`src/rtl/rx_aux.sv`:
```
//------------------------------------------------------------------------------
// rx_aux : 16x-oversampled UART receiver for the TP2 auxiliary link
// Rev 1.0 : initial release
//------------------------------------------------------------------------------
`default_nettype none

module rx_aux #(
  parameter int   N_BITS_DATA     = 8,
  parameter int   N_CONT_TICKS    = 4,
  parameter int   N_BITS_STATE    = 5,
  parameter logic PARITY_EXPECTED = 1'b0
) (
  input  logic                   clock,
  input  logic                   reset,
  input  logic                   s_ticks,
  input  logic                   rx_data_in,
  output logic [N_BITS_DATA-1:0] rx_data_out,
  output logic                   rx_done,
  output logic                   parity_err,
  output logic                   frame_err
);

  typedef enum logic [N_BITS_STATE-1:0] {
    ST_IDLE   = N_BITS_STATE'(1),
    ST_START  = N_BITS_STATE'(2),
    ST_DATA   = N_BITS_STATE'(4),
    ST_PARITY = N_BITS_STATE'(8),
    ST_STOP   = N_BITS_STATE'(16)
  } state_t;

  localparam logic [N_CONT_TICKS-1:0] C_MID_TICK  = N_CONT_TICKS'(7);
  localparam logic [N_CONT_TICKS-1:0] C_LAST_TICK = '1;
  localparam logic [N_CONT_TICKS-1:0] C_LAST_BIT  = N_CONT_TICKS'(N_BITS_DATA - 1);

  logic                    rx_meta_q, rx_s_q, rx_prev_q;
  logic                    w_fall;
  state_t                  state_q, state_d;
  logic [N_CONT_TICKS-1:0] tick_q, tick_d;
  logic [N_CONT_TICKS-1:0] bit_q, bit_d;
  logic [N_BITS_DATA-1:0]  shift_q, shift_d;
  logic [N_BITS_DATA-1:0]  data_q, data_d;
  logic                    perr_q, perr_d;
  logic                    done_q, done_d;
  logic                    parity_err_q, parity_err_d;
  logic                    frame_err_q, frame_err_d;

  // Synchronizer flops reset high so an idle line never looks like an edge.
  always_ff @(posedge clock) begin
    if (reset) begin
      rx_meta_q <= 1'b1;
      rx_s_q    <= 1'b1;
      rx_prev_q <= 1'b1;
    end else begin
      rx_meta_q <= rx_data_in;
      rx_s_q    <= rx_meta_q;
      rx_prev_q <= rx_s_q;
    end
  end

  assign w_fall = rx_prev_q & ~rx_s_q;

  always_comb begin
    state_d      = state_q;
    tick_d       = s_ticks ? tick_q + N_CONT_TICKS'(1) : tick_q;
    bit_d        = bit_q;
    shift_d      = shift_q;
    perr_d       = perr_q;
    data_d       = data_q;
    parity_err_d = parity_err_q;
    frame_err_d  = frame_err_q;
    done_d       = 1'b0;

    case (state_q)
      ST_IDLE: begin
        tick_d = '0;
        if (w_fall) state_d = ST_START;
      end
      ST_START: begin
        if (s_ticks && tick_q == C_MID_TICK) state_d = rx_s_q ? ST_IDLE : ST_DATA;
      end
      ST_DATA: begin
        if (s_ticks && tick_q == C_LAST_TICK) begin
          shift_d = {rx_s_q, shift_q[N_BITS_DATA-1:1]};
          bit_d   = bit_q + N_CONT_TICKS'(1);
          if (bit_q == C_LAST_BIT) state_d = ST_PARITY;
        end
      end
      ST_PARITY: begin
        if (s_ticks && tick_q == C_LAST_TICK) begin
          perr_d  = (rx_s_q != PARITY_EXPECTED);
          state_d = ST_STOP;
        end
      end
      ST_STOP: begin
        // Errored frames are still delivered; the consumer decides what to drop.
        if (s_ticks && tick_q == C_LAST_TICK) begin
          data_d       = shift_q;
          parity_err_d = perr_q;
          frame_err_d  = ~rx_s_q;
          done_d       = 1'b1;
          state_d      = ST_IDLE;
        end
      end
      default: state_d = ST_IDLE;
    endcase

    if (state_d != state_q) begin
      tick_d = '0;
      bit_d  = '0;
    end
  end

  always_ff @(posedge clock) begin
    if (reset) begin
      state_q      <= ST_IDLE;
      tick_q       <= '0;
      bit_q        <= '0;
      shift_q      <= '0;
      perr_q       <= 1'b0;
      data_q       <= '0;
      parity_err_q <= 1'b0;
      frame_err_q  <= 1'b0;
      done_q       <= 1'b0;
    end else begin
      state_q      <= state_d;
      tick_q       <= tick_d;
      bit_q        <= bit_d;
      shift_q      <= shift_d;
      perr_q       <= perr_d;
      data_q       <= data_d;
      parity_err_q <= parity_err_d;
      frame_err_q  <= frame_err_d;
      done_q       <= done_d;
    end
  end

  assign rx_data_out = data_q;
  assign rx_done     = done_q;
  assign parity_err  = parity_err_q;
  assign frame_err   = frame_err_q;

endmodule

`default_nettype wire

```
`config.mk`:
```
export PLATFORM = sky130hd
export DESIGN_NAME = rx_aux
export DESIGN_NICKNAME = d
export VERILOG_FILES = /design/src/rtl/rx_aux.sv
export SDC_FILE = /design/constraint.sdc
export NUM_CORES = 1
export LEC_CHECK = 0
export BUFFER_PORTS_ARGS = -buffer_cell sky130_fd_sc_hd__buf_4
export CORE_ASPECT_RATIO = 1.75
export CORE_MARGIN = 3
export CORE_UTILIZATION = 40
export CTS_CLUSTER_SIZE = 14
export DETAILED_ROUTE_END_ITERATION = 12
export SYNTH_ARGS = -nofsm -noshare
export SYNTH_HDL_FRONTEND = slang
export SYNTH_SLANG_ARGS = --single-unit
```
`constraint.sdc`:
```
create_clock -name clock -period 4.7 [get_ports clock]
set_clock_uncertainty 0.1 [all_clocks]
set_input_delay 0.94 -clock clock [delete_from_list [all_inputs] [get_ports clock]]
set_output_delay 0.94 -clock clock [all_outputs]
set_load 0.005 [all_outputs]
```
======== Yosys cells after proc, flatten, opt, wreduce, memory -nomap -nowiden ========
Index checks and enable logic that the tools add are counted.
cells by class
  add/subtract/negate cells ............... 2
  eq/ne operators ......................... 9
  muxes and demuxes ....................... 9
  bitwise gates (word level) .............. 3
  reductions and logical operators ........ 8
operators with widths
  cell                                                 count
  2-to-1 mux 5 bit                                     6
  one-hot mux 5 bit (5 select lines)                   1
  adder 4 x 1 -> 4 bit, second input constant          2
  equality test 4 x 3 -> 1 bit, second input constant  2
  AND reduction 2 bit                                  3
  equality test 5 x 1 -> 1 bit, second input constant  1
  equality test 5 x 2 -> 1 bit, second input constant  1
  equality test 5 x 3 -> 1 bit, second input constant  1
  equality test 5 x 4 -> 1 bit, second input constant  1
  equality test 5 bit, second input constant           1
  != test 5 bit                                        1
  equality test 4 bit, second input constant           1
  OR reduction 2 bit                                   2
  2-to-1 mux 3 bit                                     1
  OR reduction 3 bit                                   1
  logical AND 1 bit                                    2
  NOT 1 bit                                            2
  AND 1 bit                                            1
  2-to-1 mux 1 bit                                     1
storage, ports and cells
  flip-flop bits (word level) ............. 36
  input bits .............................. 4
  output and inout port bits .............. 11
  word-level logic and storage cells ...... 43

======== Longest topological paths before layout ========
Gate-level depths: netlist of run 1.
  depth in word-level cells ............... 6
  gate-level depth with buffers ........... 6
  mapped depth without buffers ............ 6

======== Worst setup path after synthesis of run 1 ========
Ideal clock, no wire load.
  kind .................................... input -> register
  from .................................... input port s_ticks
  to ...................................... register bit_q[1]
  library setup time ...................... 135 ps
  arrival time ............................ 2191 ps
  data required time ...................... 4465 ps
  slack ................................... 2273 ps
  stages .................................. 6
  buffers on the path ..................... 2
  cell sequence ........................... clkbuf_1 -> and4_1 -> and3_2 -> clkbuf_1 -> mux2i_1 -> nor3_1
on the way
  cells in the longest elaborated chain, start to end .. 5
  elaborated cells on any way between the ends .. 10
  classes of those cells .................. 1 x eq/ne; 5 x mux; 4 x reduce/logical
RTL lines
  element                                      line  RTL
  start, declared                              15    input logic s_ticks,
  logical AND 1 bit, on equally long branches  -
  2-to-1 mux 5 bit, on equally long branches   -
  one-hot mux 5 bit (5 select lines)           73    case (state_q)
  != test 5 bit                                107   if (state_d != state_q) begin
  OR reduction 2 bit (no source line)          -
  end signal, assigned                         127   bit_q <= bit_d;
  end, declared                                39    logic [N_CONT_TICKS-1:0] bit_q, bit_d;
Several ways; a longest one is shown, not always the timed one.
A chain may end at the register's enable or synchronous reset.

======== Final worst setup path of run 1 ========
  from .................................... input port s_ticks
  to ...................................... register tick_q[2]
on the way
  cells in the longest elaborated chain, start to end .. 5
  elaborated cells on any way between the ends .. 9
  classes of those cells .................. 1 x eq/ne; 5 x mux; 3 x reduce/logical
RTL lines
  element                                      line  RTL
  logical AND 1 bit, on equally long branches  -
  2-to-1 mux 5 bit, on equally long branches   -
  one-hot mux 5 bit (5 select lines)           73
  != test 5 bit                                107
  OR reduction 3 bit (no source line)          -
  end signal, assigned                         126   tick_q <= tick_d;
  end, declared                                38    logic [N_CONT_TICKS-1:0] tick_q, tick_d;
Several ways; a longest one is shown, not always the timed one.

==> impl_metrics.tcl, run 1 <==
set metrics [dict create \
    arrival_ns 2.50 \
    worst_setup_path_end_kind "flip-flop" \
    async_flop_share_pct 0 \
    rsz0062_at_grt "false" \
    drv_slew 0 \
    cp_cell_sequence "buf_4, and4_1, and3_1, a2111oi_4, o211ai_4, nor4_1" \
    totalPowerFinal_mw 0.591 \
    ctsHoldBuffers 0 \
    dr.pass1.iters 4 \
    grt_use_total_pct 16.6 \
    synth_ff_type "dfxtp_1" \
    ys_warn_count 0 \
    initial_core_util_pct 42.1 \
    synthSimpleGateAreaFrac_pct 28.9 \
    synthXorXnorAreaFrac_pct 3.73 \
    critPathSlowestCell "a2111oi_4" \
    clock.fmax_ghz 0.413 \
    wl_um 3600 \
    finalSetupViolCount 0 \
    viasPerCell 5.45 \
    cp_top_family "simple AND/OR/NAND/NOR gates" \
    synth.largest_area_cell "dfxtp_1" \
    dieArea_um2 4940 \
    cts.htree.levels 2 \
    place_congestion 0.881 \
    ys_ff_latch 36 \
    cts_setup_buffers 0 \
    avgSynthCellArea_um2 8.47 \
    clock_sinks 36 \
    cts_root_buffer "clkbuf_8" \
    syn-num-nets 200 \
    diodes 0 \
    drc 0 \
    final_cell_mix "nand2_1, dfxtp_1, a21oi_1" \
    layout-drive-gt1-share_pct 14.2 \
    maxCapViolCount 0 \
    synth_edf_count 0 \
    fin_nets 209 \
    post_drt_wl_per_cell_um 14.3 \
    dp_hpwl_um 2670 \
    muxShareOfSynthArea_pct 1.83 \
    drtIter0Drc 27 \
    ctsResizeCount 0 \
    timing.setup.critical_path_class "primary input to flip-flop" \
    cts_buffers 5 \
    overflow 0 \
    hold_class "flip-flop to flip-flop" \
    synthCells 194 \
    ir_worst_vdd_mv 0.345 \
    dieHeight_um 90.8 \
    cellPowerDensity_nw_per_um2 321 \
    syn_area_um2 1640 \
    hold_viol 0 \
    final_antenna_net_count 0 \
    rows 30 \
    final_common_cell "nand2_1" \
    synthAdderAreaFrac_pct 1.52 \
    ys_types 40 \
    relSlewSlack_pct 50.5 \
    clkTransAtPathRegs_ns 0.07 \
    clock_latency_ns 0.28 \
    io_pins 15 \
    p_leak_nw 0.643 \
    clock_path_buffers 2 \
    fp.coreArea_um2 3900 \
    setup.worst_path.start_class "primary input" \
    die_width_um 54.4 \
    grt_max_degree 30 \
    synthToLayoutAreaGrowth_pct 12.1 \
    period_minus_slack_ns 2.42 \
    synth-compound-area-share_pct 15.8 \
    first_global_vias 1386 \
    path_max_fanout 13 \
    vias 1373 \
    ys_seq_area_share_pct 43.9 \
    antenna_found_initial 0 \
    grt_pass1_wl_um 6150 \
    fin_crit_sh_pct 51.5 \
    synth_top_area_share_pct 43.9 \
    cp_data_required_time_ns 4.77 \
    worst_pin_slew_ns 0.737 \
    port_buffers 14 \
    synth_top_family_by_area "simple AND/OR/NAND/NOR gates" \
    outcome "finished clean" \
    synthTopCellsByArea "dfxtp_1, nand2_1, a21oi_1" \
    tns_ns 0 \
    cp_num_buf_inv 1 \
    cts_tree "built" \
    cpPeakStageDelay_ns 0.39 \
]
-- metrics by stage --
| step | cells | hold WS, ns | utilization, % | instance area (µm²) | setup WS, ns |
|---|---|---|---|---|---|
| global route | 252 | 0.334 | 47.2 | 1840 | 2.17 |
| finish | 252 | 0.311 | 47.2 | 1840 | 2.28 |
| detailed placement | 244 | 0.293 | 44.8 | 1750 | 2.00 |
| global placement | 244 | 0.295 | 44.8 | 1750 | 2.10 |
| CTS | 252 | 0.315 | 47.2 | 1840 | 2.28 |
| floorplan | 194 | 0.289 | - | 1640 | 2.27 |
-- power by group --
group / total [mW] / internal (mW) / switching (mW)
clock network: 0.222 / 0.119 / 0.103
logic: 0.0512 / 0.0202 / 0.0310
registers: 0.317 / 0.309 / 0.00857
-- Yosys cell counts, types with 2 or more instances --
cell type / instances
a31oi_1: 2
or2_2: 3
clkbuf_1: 7
a211o_1: 2
and2_1: 2
inv_1: 3
mux2i_1: 3
o21ai_0: 2
a21oi_1: 22
nand3_1: 5
nor3_1: 7
nor4_1: 6
nand2_1: 44
o211ai_4: 2
nand4_1: 5
nand2b_1: 2
xnor2_1: 2
ha_1: 2
dfxtp_1: 36
buf_2: 3
nor2b_1: 2
o211ai_1: 2
nor2_1: 9
xor2_1: 5
-- worst paths after layout --
kind / to / cells after the start / start / slack [ns]
worst max-delay path: tick_q[2] / 6 / s_ticks / 2.28
worst min-delay path: rx_s_q / 1 / rx_meta_q / 0.31
worst max register to register: tick_q[2] / 5 / state_q[2] / 2.33
worst min register to register: rx_s_q / 1 / rx_meta_q / 0.31
-- cell families after synthesis --
logic type,Yosys count
AOI/OAI and AO/OA,36
xor gates and xnor gates,7
adders and majority gates,2
buffers and inverters,15
DFF,36
muxes,3
and+or+nand+nor,95
-- registers in the layout, indices dropped and copies added, names as in the netlist --
register,flops
rx_done,1
perr_q,1
rx_s_q,1
rx_data_out,8
bit_q,4
state_q,5
shift_q,8
rx_prev_q,1
tick_q,4
rx_meta_q,1
frame_err,1
parity_err,1
-- routing by layer --
metal  GRT usage [%]  up-vias  routed length (µm)
met1            18.3      644                1420
met2            28.0       22                1970
met5               0        -                   0
met3            2.98       12                  77
met4            9.56        0                 132
li1                -      695                   -
-- layout make-up --
| cell class | instances | area [µm²] |
|---|---|---|
| repair buffers | 14 | 105 |
| inverters | 3 | 11.3 |
| fillers | 421 | 2060 |
| flip-flops and latches | 36 | 721 |
| clock inverters | 1 | 7.51 |
| clock buffers | 7 | 86.3 |
| well taps | 48 | 60.1 |
| multi-input cells | 143 | 851 |
Power figures use the tool's default switching activity.
==> run 2, diff against run 1 <==
==> constraint.sdc (replaced) <==
create_clock -name clock -period 2 [get_ports clock]
set_clock_uncertainty 0.1 [all_clocks]
set_input_delay 0.4 -clock clock [delete_from_list [all_inputs] [get_ports clock]]
set_output_delay 0.4 -clock clock [all_outputs]
set_load 0.005 [all_outputs]
==> impl_metrics.tcl, run 2 (synthesized netlist as in run 1, its figures left out) <==
set metrics [dict create \
    fin_crit_sh_pct 100 \
    layout-drive-gt1-share_pct 29.8 \
    power.net_switching_mw 0.371 \
    cts_buffers 5 \
    io_pins 15 \
    grt_use_total_pct 17.8 \
    ir_worst_vdd_mv 0.644 \
    ctsHoldBuffers 0 \
    cts_tree "built" \
    reg2reg_from "state_q[3]" \
    drv_slew 0 \
    clock.fmax_ghz 0.499 \
    first_global_vias 1380 \
    dieHeight_um 90.8 \
    maxCapViolCount 0 \
    fin_nets 230 \
    clock_path_buffers 2 \
    timing.setup.critical_path_class "flip-flop to flip-flop" \
    reg2reg_slack_ns -0.006 \
    fp.coreArea_um2 3900 \
    min_delay_path_depth 2 \
    setup.worst_path.start_class "flip-flop" \
    seqCellArea_um2 733 \
    p_leak_nw 0.763 \
    path_max_fanout 8 \
    place_congestion 0.921 \
    cts.htree.levels 2 \
    relSlewSlack_pct 67.4 \
    place_area_um2 1900 \
    hold_viol 0 \
    post_drt_wl_per_cell_um 14.6 \
    rows 30 \
    drc 0 \
    min_to "rx_meta_q" \
    hold_class "primary input to flip-flop" \
    diodes 0 \
    final_antenna_net_count 0 \
    drtIter0Drc 28 \
    seq_power_share_pct 47.7 \
    cts_root_buffer "clkbuf_8" \
    multi_input_area_um2 920 \
    layoutNonFillerInstCount 273 \
    grt_max_degree 30 \
    p_sw_share_pct 24.1 \
    cp_data_required_time_ns 2.10 \
    port_buffers 14 \
    antenna_found_initial 0 \
    synthToLayoutAreaGrowth_pct 28.5 \
    viasPerCell 5.34 \
    clockPowerShare_pct 41.0 \
    outcome "complete, but fails checks" \
    n_fill_cell 376 \
    overflow 0 \
    hold_slack_ns 0.195 \
    final_cell_mix "nand2_1, buf_4, dfxtp_1" \
    clock_sinks 36 \
    critPathSlowestCell "a2111oi_4" \
    dp_hpwl_um 2850 \
    clkTransAtPathRegs_ns 0.07 \
    vias 1457 \
    min-delay-start "rx_data_in" \
    dieArea_um2 4940 \
    totalPowerFinal_mw 1.54 \
    worst_setup_path_end_kind "flip-flop" \
    clock_latency_ns 0.29 \
    final_common_cell "nand2_1" \
    period_minus_slack_ns 2.01 \
    arrival_ns 2.11 \
    finalWorstSetupSlack_ns -0.00571 \
    reg2reg_depth 5 \
    finalSetupViolCount 1 \
    path_common_cell "o211ai_4" \
    die_width_um 54.4 \
    wl_um 3970 \
    dp_cells 262 \
    internal_power_mw 1.17 \
    grt_pass1_wl_um 6460 \
    initial_core_util_pct 42.1 \
    r2r-end "tick_q[2]" \
    cpPeakStageDelay_ns 0.46 \
    worst_pin_slew_ns 0.485 \
    cellPowerDensity_nw_per_um2 729 \
    power_frac_comb_pct 11.3 \
    violations "negative setup slack" \
    dr.pass1.iters 8 \
    cp_cell_sequence "nor4_4, o211ai_4, a2111oi_4, o211ai_4, nor4_2" \
    rsz0062_at_grt "true" \
    stdcell_area_um2 2110 \
]
==> run 2: worst max path at each step <==
| stage | startpoint | endpoint | slack (ns) |
|---|---|---|---|
| after CTS | tick_q[1] | bit_q[3] | 0.02 |
| final | state_q[3] | tick_q[2] | -0.006 |
| after global placement | state_q[4] | tick_q[2] | -0.03 |
| after floorplan | s_ticks | bit_q[1] | 0.11 |
| after global routing | state_q[3] | tick_q[2] | -0.06 |
| after detailed placement | tick_q[1] | tick_q[1] | -0.14 |
==> run 2: power by group through the flow <==
stage | Clock (mW) | Combinational, mW | Sequential [mW]
global placement | 0 | 0.158 | 0.751
detailed placement | 0 | 0.160 | 0.751
finish | 0.631 | 0.173 | 0.734
global route | 0.676 | 0.188 | 0.736
floorplan | 0 | 0.104 | 0.747
CTS | 0.649 | 0.166 | 0.735
==> run 2: per-layer routing <==
metal / vias to the layer above / routed length (µm) / track usage [%]
met5: - / 0 / 0
met3: 13 / 79 / 4.63
met2: 23 / 2250 / 30.5
li1: 735 / - / -
met1: 686 / 1500 / 18.9
met4: 0 / 141 / 8.73
==> run 2: area by class of cell <==
| type | instances | area share (%) |
|---|---|---|
| Timing Repair Buffer | 35 | 13.0 |
| Multi-Input combinational cell | 143 | 43.6 |
| Tap cell | 48 | 2.85 |
| Clock buffer | 5 | 3.26 |
| Sequential cell | 36 | 34.7 |
| Clock inverter | 3 | 2.02 |
| Inverter | 3 | 0.533 |
==> run 2: critical path: cells and delay by family, from the launching register on <==
| kind | cells | cell delay, ns |
|---|---|---|
| compound gates | 3 | 0.84 |
| flops | 1 | 0.38 |
| simple gates | 2 | 0.59 |
==> run 2: metrics by stage <==
stage / worst slack (ns) / setup TNS (ns) / utilization, %
CTS: 0.0186 / 0 / 52.5
global route: -0.0573 / -0.163 / 54.1
global placement: -0.0315 / -0.0850 / 48.6
detailed placement: -0.138 / -0.592 / 48.6
finish: -0.00571 / -0.00571 / 54.1
floorplan: 0.113 / 0 / -
==> run 2: what timing repair did <==
item / 4_1_cts / 5_1_grt
pin swaps: 9 / 3
endpoints found under the hold margin: 0 / 0
resized for setup: 10 / 12
endpoints found under the setup margin: 8 / 9
buffers inserted: 2 / 2
==> run 3, diff against run 2 <==
--- a/config.mk
+++ b/config.mk
@@ -6,11 +6,15 @@
 export NUM_CORES = 1
 export LEC_CHECK = 0
 export BUFFER_PORTS_ARGS = -buffer_cell sky130_fd_sc_hd__buf_4
+export CELL_PAD_IN_SITES_DETAIL_PLACEMENT = 1
+export CELL_PAD_IN_SITES_GLOBAL_PLACEMENT = 1
 export CORE_ASPECT_RATIO = 1.75
 export CORE_MARGIN = 3
-export CORE_UTILIZATION = 40
+export CORE_UTILIZATION = 39
 export CTS_CLUSTER_SIZE = 14
 export DETAILED_ROUTE_END_ITERATION = 12
+export PLACE_DENSITY_LB_ADDON = 0.1
+export REMOVE_ABC_BUFFERS = 1
 export SYNTH_ARGS = -nofsm -noshare
 export SYNTH_HDL_FRONTEND = slang
 export SYNTH_SLANG_ARGS = --single-unit
==> impl_metrics.tcl, run 3 (synthesized netlist as in run 1, its figures left out) <==
set metrics [dict create \
    outcome "finished clean" \
    clkTransAtPathRegs_ns 0.07 \
    reg2reg_depth 8 \
    clock_path_buffers 2 \
    initial_core_util_pct 41.3 \
    clockPowerShare_pct 36.4 \
    drc 0 \
    cp_cell_sequence "ha_4, nand4_1, buf_4, nand2_1, o31ai_1, buf_4, o211ai_4, nor4_1" \
    port_buffers 14 \
    reg2reg_from "tick_q[1]" \
    diodes 0 \
    cts_root_buffer "clkbuf_8" \
    power.net_switching_mw 0.374 \
    fin_crit_sh_pct 96.2 \
    synthToLayoutAreaGrowth_pct 29.6 \
    clock.fmax_ghz 0.520 \
    period_minus_slack_ns 1.92 \
    finalSetupViolCount 0 \
    min_delay_path_depth 2 \
    cts_tree "built" \
    die_width_um 55.1 \
    seqCellArea_um2 729 \
    finalWorstSetupSlack_ns 0.0758 \
    final_cell_mix "nand2_1, buf_4, dfxtp_1" \
    dieArea_um2 5060 \
    post-route-util_pct 53.5 \
    p_leak_nw 0.784 \
    grt_use_total_pct 19.1 \
    internal_power_mw 1.09 \
    overflow 0 \
    relSlewSlack_pct 70.7 \
    hold_viol 0 \
    rsz0062_at_grt "true" \
    worst_pin_slew_ns 0.436 \
    post_drt_wl_per_cell_um 15.6 \
    timing.setup.critical_path_class "flip-flop to flip-flop" \
    totalPowerFinal_mw 1.47 \
    antenna_found_initial 0 \
    dp_cells 264 \
    reg2reg_slack_ns 0.08 \
    first_global_vias 1510 \
    path_max_fanout 8 \
    cts_buffers 5 \
    cp_data_required_time_ns 2.06 \
    multi_input_area_um2 926 \
    dieHeight_um 91.9 \
    drtIter0Drc 33 \
    final_common_cell "nand2_1" \
    critPathSlowestCell "dfxtp_2" \
    tns_ns 0 \
    p_sw_share_pct 25.5 \
    ir_worst_vdd_mv 0.383 \
    grt_max_degree 20 \
    layout-drive-gt1-share_pct 31.2 \
    maxCapViolCount 0 \
    hold_class "primary input to flip-flop" \
    worst_setup_path_end_kind "flip-flop" \
    cp_top_family "compound AO/OA/AOI/OAI gates" \
    setup.worst_path.start_class "flip-flop" \
    grt_pass1_wl_um 7090 \
    dp_hpwl_um 3210 \
    clock_latency_ns 0.28 \
    r2r-end "tick_q[1]" \
    seq_power_share_pct 50.2 \
    power_frac_comb_pct 13.4 \
    layoutNonFillerInstCount 279 \
    cts.htree.levels 2 \
    final_antenna_net_count 0 \
    io_pins 15 \
    clock_sinks 36 \
    fp.coreArea_um2 3980 \
    arrival_ns 1.98 \
    min-delay-start "rx_data_in" \
    place_ws_ns -0.142 \
    ctsHoldBuffers 0 \
    path_common_cell "buf_4" \
    cp_num_buf_inv 2 \
    n_fill_cell 499 \
    drv_slew 0 \
    fin_nets 236 \
    cpPeakStageDelay_ns 0.36 \
    rows 30 \
    cellPowerDensity_nw_per_um2 689 \
    vias 1519 \
    min_to "rx_meta_q" \
    viasPerCell 5.44 \
    place_congestion 0.885 \
    dr.pass1.iters 3 \
    wl_um 4370 \
]
-- run 3: cell count changes in the layout (fill, tap and decap cells not counted), sizes merged --
cell / before / now
buf: 35 / 41
bufinv: 1 / 0
clkbuf: 5 / 7
clkinv: 1 / 0
-- run 3: timing repair --
item,4_1_cts,5_1_grt
hold endpoints to repair,0,0
setup buffers,1,6
gates resized for setup,4,16
setup endpoints to repair,8,9
cloned,0,0
pin swaps,1,13
-- run 3: worst max path at each step --
stage | from | endpoint | slack (ns) | depth (start not counted)
floorplan | tick_q[0] | tick_q[0] | 0.03 | 6
global placement | tick_q[0] | bit_q[2] | 0.02 | 7
detailed placement | tick_q[1] | bit_q[0] | -0.14 | 7
CTS | tick_q[0] | tick_q[2] | -0.02 | 6
global route | state_q[4] | tick_q[3] | -0.02 | 5
finish | tick_q[1] | tick_q[1] | 0.08 | 8
-- run 3: layer usage --
metal  GRT usage, %  share of wire, %  up-vias
met2           33.8                55       26
met5              0                 0        -
met3           3.58               2.6       15
li1               -                 -      747
met1           20.0                38      731
met4           9.33               4.3        0
-- run 3: cell type report --
type                    instances  share of cell area [%]
clock buffers                   7                    4.06
clock inverters                 1                   0.353
inverters                       3                   0.529
multi-input cells             143                    43.5
flip-flops and latches         36                    34.3
well taps                      48                    2.82
repair buffers                 41                    14.5
-- run 3: per-stage QoR --
step | cell area, µm² | hold slack [ns]
finish | 2130 | 0.204
global route | 2130 | 0.189
CTS | 2020 | 0.193
detailed placement | 1900 | 0.294
global placement | 1900 | 0.297
floorplan | 1580 | 0.289
-- run 3: power by group through the flow --
stage / Sequential (mW) / Clock, mW / Combinational [mW]
3_3_place_gp: 0.753 / 0 / 0.168
6_report: 0.737 / 0.533 / 0.197
5_1_grt: 0.738 / 0.586 / 0.213
4_1_cts: 0.737 / 0.553 / 0.183
3_5_place_dp: 0.753 / 0 / 0.174
2_1_floorplan: 0.756 / 0 / 0.0835
